## src/rtl/tap_controller.sv

```systemverilog
// IEEE 1149.1-style TAP controller: 16-state TAP FSM, instruction register,
// bypass and IDCODE data registers, and boundary-scan chain control decodes.
// Strobes and TDO are decoded from the current state and active instruction
// so the boundary chain sees them in the same TCK cycle as the state.
// IDCODE bit 0 must be 1 so a host can tell an IDCODE from a bypass bit.
module tap_controller #(
  parameter int unsigned IR_W   = 3,
  parameter logic [31:0] IDCODE = 32'h1000_0001
) (
  input  logic            TCK,
  input  logic            TRSTn,
  input  logic            TMS,
  input  logic            TDI,
  input  logic            bsc_tdo,
  output logic            ShiftDR,
  output logic            ClockDR,
  output logic            UpdateDR,
  output logic            Mode,
  output logic            TDO,
  output logic            TDO_en,
  output logic [3:0]      tap_state,
  output logic [IR_W-1:0] ir_out
);

  localparam int unsigned ID_W = 32;

  localparam logic [IR_W-1:0] INS_EXTEST  = IR_W'(0);
  localparam logic [IR_W-1:0] INS_SAMPLE  = IR_W'(1);
  localparam logic [IR_W-1:0] INS_IDCODE  = IR_W'(2);
  localparam logic [IR_W-1:0] IR_CAPTURE  = IR_W'(1);
  localparam logic [IR_W-1:0] IR_ALL_ONES = {IR_W{1'b1}};

  typedef enum logic [3:0] {
    ST_EX2_DR = 4'h0,
    ST_EX1_DR = 4'h1,
    ST_SH_DR  = 4'h2,
    ST_PAU_DR = 4'h3,
    ST_SEL_IR = 4'h4,
    ST_UPD_DR = 4'h5,
    ST_CAP_DR = 4'h6,
    ST_SEL_DR = 4'h7,
    ST_EX2_IR = 4'h8,
    ST_EX1_IR = 4'h9,
    ST_SH_IR  = 4'hA,
    ST_PAU_IR = 4'hB,
    ST_RTI    = 4'hC,
    ST_UPD_IR = 4'hD,
    ST_CAP_IR = 4'hE,
    ST_TLR    = 4'hF
  } tap_state_e;

  tap_state_e       state_q, state_d;
  logic [IR_W-1:0]  ir_sr_q, ir_sr_d;
  logic [IR_W-1:0]  ir_q, ir_d;
  logic             mode_q, mode_d;
  logic             byp_q, byp_d;
  logic [ID_W-1:0]  id_q, id_d;

  logic             sel_boundary;
  logic             sel_idcode;

  // Instruction class of the active instruction; unknown codes fall to bypass.
  always_comb begin
    sel_boundary = (ir_q == INS_EXTEST) || (ir_q == INS_SAMPLE);
    sel_idcode   = (ir_q == INS_IDCODE);
  end

  // TAP state register with synchronous reset into Test-Logic-Reset.
  always_ff @(posedge TCK) begin
    if (!TRSTn) begin
      state_q <= ST_TLR;
    end else begin
      state_q <= state_d;
    end
  end

  // TAP next-state logic and same-cycle boundary/TDO decodes.
  always_comb begin
    state_d  = state_q;
    ShiftDR  = 1'b0;
    ClockDR  = 1'b0;
    UpdateDR = 1'b0;
    TDO_en   = 1'b0;
    TDO      = 1'b0;

    case (state_q)
      ST_TLR:    state_d = TMS ? ST_TLR    : ST_RTI;
      ST_RTI:    state_d = TMS ? ST_SEL_DR : ST_RTI;
      ST_SEL_DR: state_d = TMS ? ST_SEL_IR : ST_CAP_DR;
      ST_CAP_DR: state_d = TMS ? ST_EX1_DR : ST_SH_DR;
      ST_SH_DR:  state_d = TMS ? ST_EX1_DR : ST_SH_DR;
      ST_EX1_DR: state_d = TMS ? ST_UPD_DR : ST_PAU_DR;
      ST_PAU_DR: state_d = TMS ? ST_EX2_DR : ST_PAU_DR;
      ST_EX2_DR: state_d = TMS ? ST_UPD_DR : ST_SH_DR;
      ST_UPD_DR: state_d = TMS ? ST_SEL_DR : ST_RTI;
      ST_SEL_IR: state_d = TMS ? ST_TLR    : ST_CAP_IR;
      ST_CAP_IR: state_d = TMS ? ST_EX1_IR : ST_SH_IR;
      ST_SH_IR:  state_d = TMS ? ST_EX1_IR : ST_SH_IR;
      ST_EX1_IR: state_d = TMS ? ST_UPD_IR : ST_PAU_IR;
      ST_PAU_IR: state_d = TMS ? ST_EX2_IR : ST_PAU_IR;
      ST_EX2_IR: state_d = TMS ? ST_UPD_IR : ST_SH_IR;
      ST_UPD_IR: state_d = TMS ? ST_SEL_DR : ST_RTI;
      default:   state_d = ST_TLR;
    endcase

    case (state_q)
      ST_CAP_DR: begin
        ClockDR = sel_boundary;
      end
      ST_SH_DR: begin
        ShiftDR = sel_boundary;
        ClockDR = sel_boundary;
        TDO_en  = 1'b1;
        if (sel_boundary) begin
          TDO = bsc_tdo;
        end else if (sel_idcode) begin
          TDO = id_q[0];
        end else begin
          TDO = byp_q;
        end
      end
      ST_UPD_DR: begin
        UpdateDR = sel_boundary;
      end
      ST_SH_IR: begin
        TDO_en = 1'b1;
        TDO    = ir_sr_q[0];
      end
      default: begin
      end
    endcase
  end

  // Shift/capture next values; pause and other states hold every register.
  always_comb begin
    ir_sr_d = ir_sr_q;
    ir_d    = ir_q;
    byp_d   = byp_q;
    id_d    = id_q;

    case (state_q)
      ST_CAP_IR: ir_sr_d = IR_CAPTURE;
      ST_SH_IR:  ir_sr_d = {TDI, ir_sr_q[IR_W-1:1]};
      ST_CAP_DR: begin
        byp_d = 1'b0;
        id_d  = IDCODE;
      end
      ST_SH_DR: begin
        byp_d = TDI;
        id_d  = {TDI, id_q[ID_W-1:1]};
      end
      ST_UPD_IR: ir_d = ir_sr_q;
      default: begin
      end
    endcase

    // Entering Test-Logic-Reset forces IDCODE so it is active while in TLR.
    if (state_d == ST_TLR) begin
      ir_d = INS_IDCODE;
    end

    mode_d = (ir_d == INS_EXTEST);
  end

  // Datapath registers; reset aborts any scan in progress.
  always_ff @(posedge TCK) begin
    if (!TRSTn) begin
      ir_sr_q <= IR_ALL_ONES;
      ir_q    <= INS_IDCODE;
      mode_q  <= 1'b0;
      byp_q   <= 1'b0;
      id_q    <= IDCODE;
    end else begin
      ir_sr_q <= ir_sr_d;
      ir_q    <= ir_d;
      mode_q  <= mode_d;
      byp_q   <= byp_d;
      id_q    <= id_d;
    end
  end

  // Registered status outputs.
  always_comb begin
    tap_state = state_q;
    ir_out    = ir_q;
    Mode      = mode_q;
  end

endmodule
```

## config.mk

```make
export PLATFORM = sky130hd
export DESIGN_NAME = tap_controller
export DESIGN_NICKNAME = d
export VERILOG_FILES = /design/src/rtl/tap_controller.sv
export SDC_FILE = /design/constraint.sdc
export NUM_CORES = 1
export LEC_CHECK = 0
export CAP_MARGIN = 20
export CORE_ASPECT_RATIO = 1.1
export CORE_MARGIN = 2
export CORE_UTILIZATION = 55
export DETAILED_ROUTE_END_ITERATION = 6
export HOLD_SLACK_MARGIN = 0.03
export PLACE_DENSITY_LB_ADDON = 0.12
export SYNTH_ARGS = -nofsm -noshare
export SYNTH_HDL_FRONTEND = slang
export SYNTH_SLANG_ARGS = --single-unit
```

## constraint.sdc

```tcl
create_clock -name TCK -period 2.2 [get_ports TCK]
set_clock_uncertainty 0.15 [all_clocks]
set_input_delay 0.55 -clock TCK [delete_from_list [all_inputs] [get_ports TCK]]
set_output_delay 0.55 -clock TCK [all_outputs]
set_load 0.02 [all_outputs]
```

## Yosys cells after proc, flatten, opt, wreduce, memory -nomap -nowiden

Cells that the tools add are included.
Widths: inputs -> output; s select.

- Register bits: 44
- Word-level logic and storage cells: 59
- Input port bits: 5
- Output and inout bits: 13

- Reduce and logical (&&, ||, !) cells: 10
- Mux-type cells: 25
- Eq/ne operators: 18

Operator list:

| kind | count |
|---|---|
| $pmux 32 s2 | 1 |
| $pmux 4 s12 | 1 |
| $eq 4x4->1 const B | 9 |
| $mux 3 | 6 |
| $eq 4x3->1 const B | 4 |
| $mux 2 | 6 |
| $eq 4x2->1 const B | 2 |
| $mux 1 | 7 |
| $logic_not 3->1 | 2 |
| $pmux 3 s2 | 1 |
| $reduce_or 2->1 | 3 |
| $eq 4x1->1 const B | 1 |
| $logic_not 4->1 | 1 |
| $mux 4 | 1 |
| $pmux 1 s2 | 2 |
| $reduce_bool 2->1 | 2 |
| $eq 3x1->1 const B | 1 |
| $eq 3x2->1 const B | 1 |
| $reduce_or 3->1 | 1 |
| $logic_or 1x1->1 | 1 |

## Longest topological paths before layout

- Depth after elaboration: 6
- Mapped depth: 6
- Mapped depth without buffers: 3

## Worst setup path after synthesis

Ideal clock, no wire load.

- Path type: reg2out
- Start: register state_q[1], in the netlist tap_state[1]
- End: output ShiftDR
- Setup slack: -0.408 ns
- Cell stages (with the launch flop): 5
- Data required time: 1.500 ns
- Buffers on the path: 1
- Arrival: 1.908 ns
- Cell sequence: dfxtp_1 buf_2 and2b_1 and2_1 nor4b_1

- Cells in the longest elaborated chain, start to end: 2

Ends and longest elaborated chain:

| item | line | source |
|---|---|---|
| from (decl) | 52 | `tap_state_e state_q, state_d;` |
| from (signal assigned) | 73 | `state_q <= state_d;` |
| $eq 4x2->1 | 106 | `case (state_q)` |
| $mux 1 | 106 |  |
| to (decl) | 15 | `output logic ShiftDR,` |

Every way passes these cells.

## Final worst setup path

- Start: input bsc_tdo
- End: output TDO

- Cells in the longest elaborated chain, start to end: 2

Ends and longest elaborated chain:

| item | line | source |
|---|---|---|
| from (decl) | 14 | `input logic bsc_tdo,` |
| $mux 1 | 114 | `if (sel_boundary) begin` |
| $pmux 1 s2 | 106 |  |
| to (decl) | 19 | `output logic TDO,` |

Every way passes these cells.

==> run summary <==
Status -> finished, final reports clean
Post-synth top area share -> 46.5%
Yosys warnings -> 0
Post-Route Setup TNS -> 0 ns
Final HPWL DP -> 2480 µm
Gr usage total -> 21.1%
Switching power total -> 401 µW
CP startpoint kind -> input pin
RR Endpoint -> Mode
Worst Tran Pin Value -> 0.367 ns
Share of cells above drive strength 1 -> 15.4%
Antenna Nets Post-Route -> 0
WL final -> 3630 µm
Largest net degree at the start of global routing -> 37
Cell Area, Synth -> 1850 µm²
Largest cells by area after synthesis -> dfxtp_1 46%, a21boi_1 13%, nand3_1 8.4%
Ys flop type -> dfxtp_1
Critical Path RT -> 1.50 ns
Post-CTS setup buffer count -> 0
Post-synthesis sequential area ratio -> 46.5%
Clock network power share -> 25.0%
H-tree levels -> 2
Most common cell after layout, fill and taps aside -> dfxtp_1
Post-synth top area cell -> dfxtp_1
Clock slew seen by the registers of the worst setup and hold paths -> 0.12 ns
Cells on Worst Hold Path -> 2
DR iter-0 viols -> 94
Vias in the first global route -> 1,439
Slew margin rel. -> 75.5%
CORE AREA -> 3280 µm²
Maximum vdd ir drop -> 0.459 mV
Min-Delay Endpoint -> id_q[23]
R2R Path Start -> tap_state[1]
Final worst-path cycle share -> 99.3%
Fmax -> 0.458 GHz
Max clock buf depth -> 2
Maxcap violations -> 0
Gate power share -> 17.8%
Avg Inst Size Synth -> 8.42 µm²
Worst-Skew Late Latency -> 0.34 ns
Final min period -> 2.18 ns
Chip height -> 64.9 µm
IO buf count -> 17
Number of synthesized flops with an enable pin -> 0
CTS tree -> built
WP data arrival -> 1.48 ns
Root Driver -> clkbuf_4
CP endpoint kind -> output port
Post-Syn Instances -> 220
HP Class -> register to register
Cts hold-fix bufs -> 0
Post-route DRC -> 0
Worst hold margin -> 0.308 ns
Number of synthesized register bits -> 43
Worst hold start -> id_q[23]
Multi-input logic area -> 910 µm²
Initial Utilization -> 56.5%
Register area -> 863 µm²
Sw Share -> 28.0%
CTS buffer count -> 5
Drt via density -> 5.64
Final net count -> 245
Reg2reg setup slack -> 0.49 ns
Routed WL per cell -> 13.1 µm
Internal power -> 1030 µW
Fill cell count -> 293
Clock Sinks -> 43
# rows -> 22
Initial antenna violation count -> 0
Final Slew Violations -> 0
First-pass GRT wire length -> 6200 µm
Sequential Power Share -> 57.2%
Die Span X -> 59.3 µm
Final Hold Fails -> 0
Post-synthesis net count -> 225
N_diodes -> 0
Power per cell area -> 664 nW/µm²
Synth async-reset ratio -> 0%
Total number of vias -> 1,563
RSZ-0062 raised after global routing -> true
Critical path class -> input pin to output port
R2R depth -> 5
I/O Pins -> 18
Die ar. -> 3850 µm²
Power Total -> 1430 µW
Post-synthesis cell type count -> 37
Remaining Overflow, GRT -> 0
Syn-to-layout area delta -> 16.5%
Crit Path Max Fanout -> 1
First-pass iteration count of the detailed router -> 4
Leak -> 0.000798 µW
RePlAce Congestion -> 0.845
Final setup fails -> 0
Highest-count cells in the layout ignoring fill and taps -> 41 x dfxtp_1, 36 x nand2_1, 31 x a21boi_1, 31 x nand3_1, 19 x buf_4
==> how the worst max path moves through the flow <==
stage / end / slack, ns / from
floorplan: ShiftDR / -0.13 / tap_state[1]
global placement: TDO / -0.47 / bsc_tdo
detailed placement: TDO / -0.48 / bsc_tdo
CTS: TDO / -0.02 / bsc_tdo
global route: TDO / -0.03 / bsc_tdo
finish: TDO / 0.02 / bsc_tdo
==> cell type report <==
| cell class | instances | share of cell area (%) |
|---|---|---|
| clock buffer | 6 | 1.91 |
| clock inverter | 2 | 0.580 |
| sequential | 43 | 40.0 |
| multi-input combinational | 153 | 42.2 |
| inverter | 4 | 0.696 |
| tap | 36 | 2.09 |
| timing repair buffer | 33 | 12.5 |
==> repair_timing <==
item | 4_1_cts | 5_1_grt
cloned | 0 | 0
endpoints found under the setup margin | 11 | 3
pin swaps | 0 | 1
gates resized for setup | 27 | 6
==> kinds of logic after synthesis <==
group	count (synthesis)	synth area share, %
AND/OR/NAND/NOR	93	25.1
buffers and inverters	24	6.08
AO/OA/AOI/OAI	58	21.2
flip-flops	43	46.5
multiplexers	2	1.08
==> Yosys cell counts, drive strengths merged (2+ instances only) <==
library cell  number
a21boi            31
a21oi              8
buf               11
clkbuf             9
dfxtp             43
inv                4
mux2i              2
nand2             36
nand3             31
nor2               7
nor3               6
nor3b              2
o21ai             11
==> through the flow <==
step	setup WS (ns)	util [%]	instance area [µm²]	std cells
6_report	0.0161	65.9	2160	277
5_1_grt	-0.0328	65.9	2160	277
4_1_cts	-0.0212	65.3	2140	277
3_5_place_dp	-0.476	64.3	2110	269
3_3_place_gp	-0.472	64.3	2110	269
2_1_floorplan	-0.134	-	1870	220
==> critical path, cell delays in order <==
cell	delay, ns
clkdlybuf4s50_1	0.46
nor2_1	0.04
o21ai_1	0.10
and4b_1	0.20
buf_4	0.14
==> registers in the layout, indices dropped and copies added (netlist names) <==
register   count
Mode           1
byp_q          1
ir_sr_q        3
id_q          31
ir_out         3
tap_state      4
==> power by group through the flow <==
stage	combinational, µW	sequential [µW]	clock, µW
after floorplan	146	850	0
after global placement	251	834	0
after detailed placement	258	836	0
after CTS	251	819	372
after global routing	278	824	402
final	255	820	358
==> routing by layer <==
layer,track usage [%],routed length [µm],share of wire (%)
met5,0,0,0
met4,7.39,51,1.4
met3,4.79,121,3.3
met2,37.5,1870,52
met1,24.1,1590,44
No activity file was read; power rests on OpenSTA's default activity.
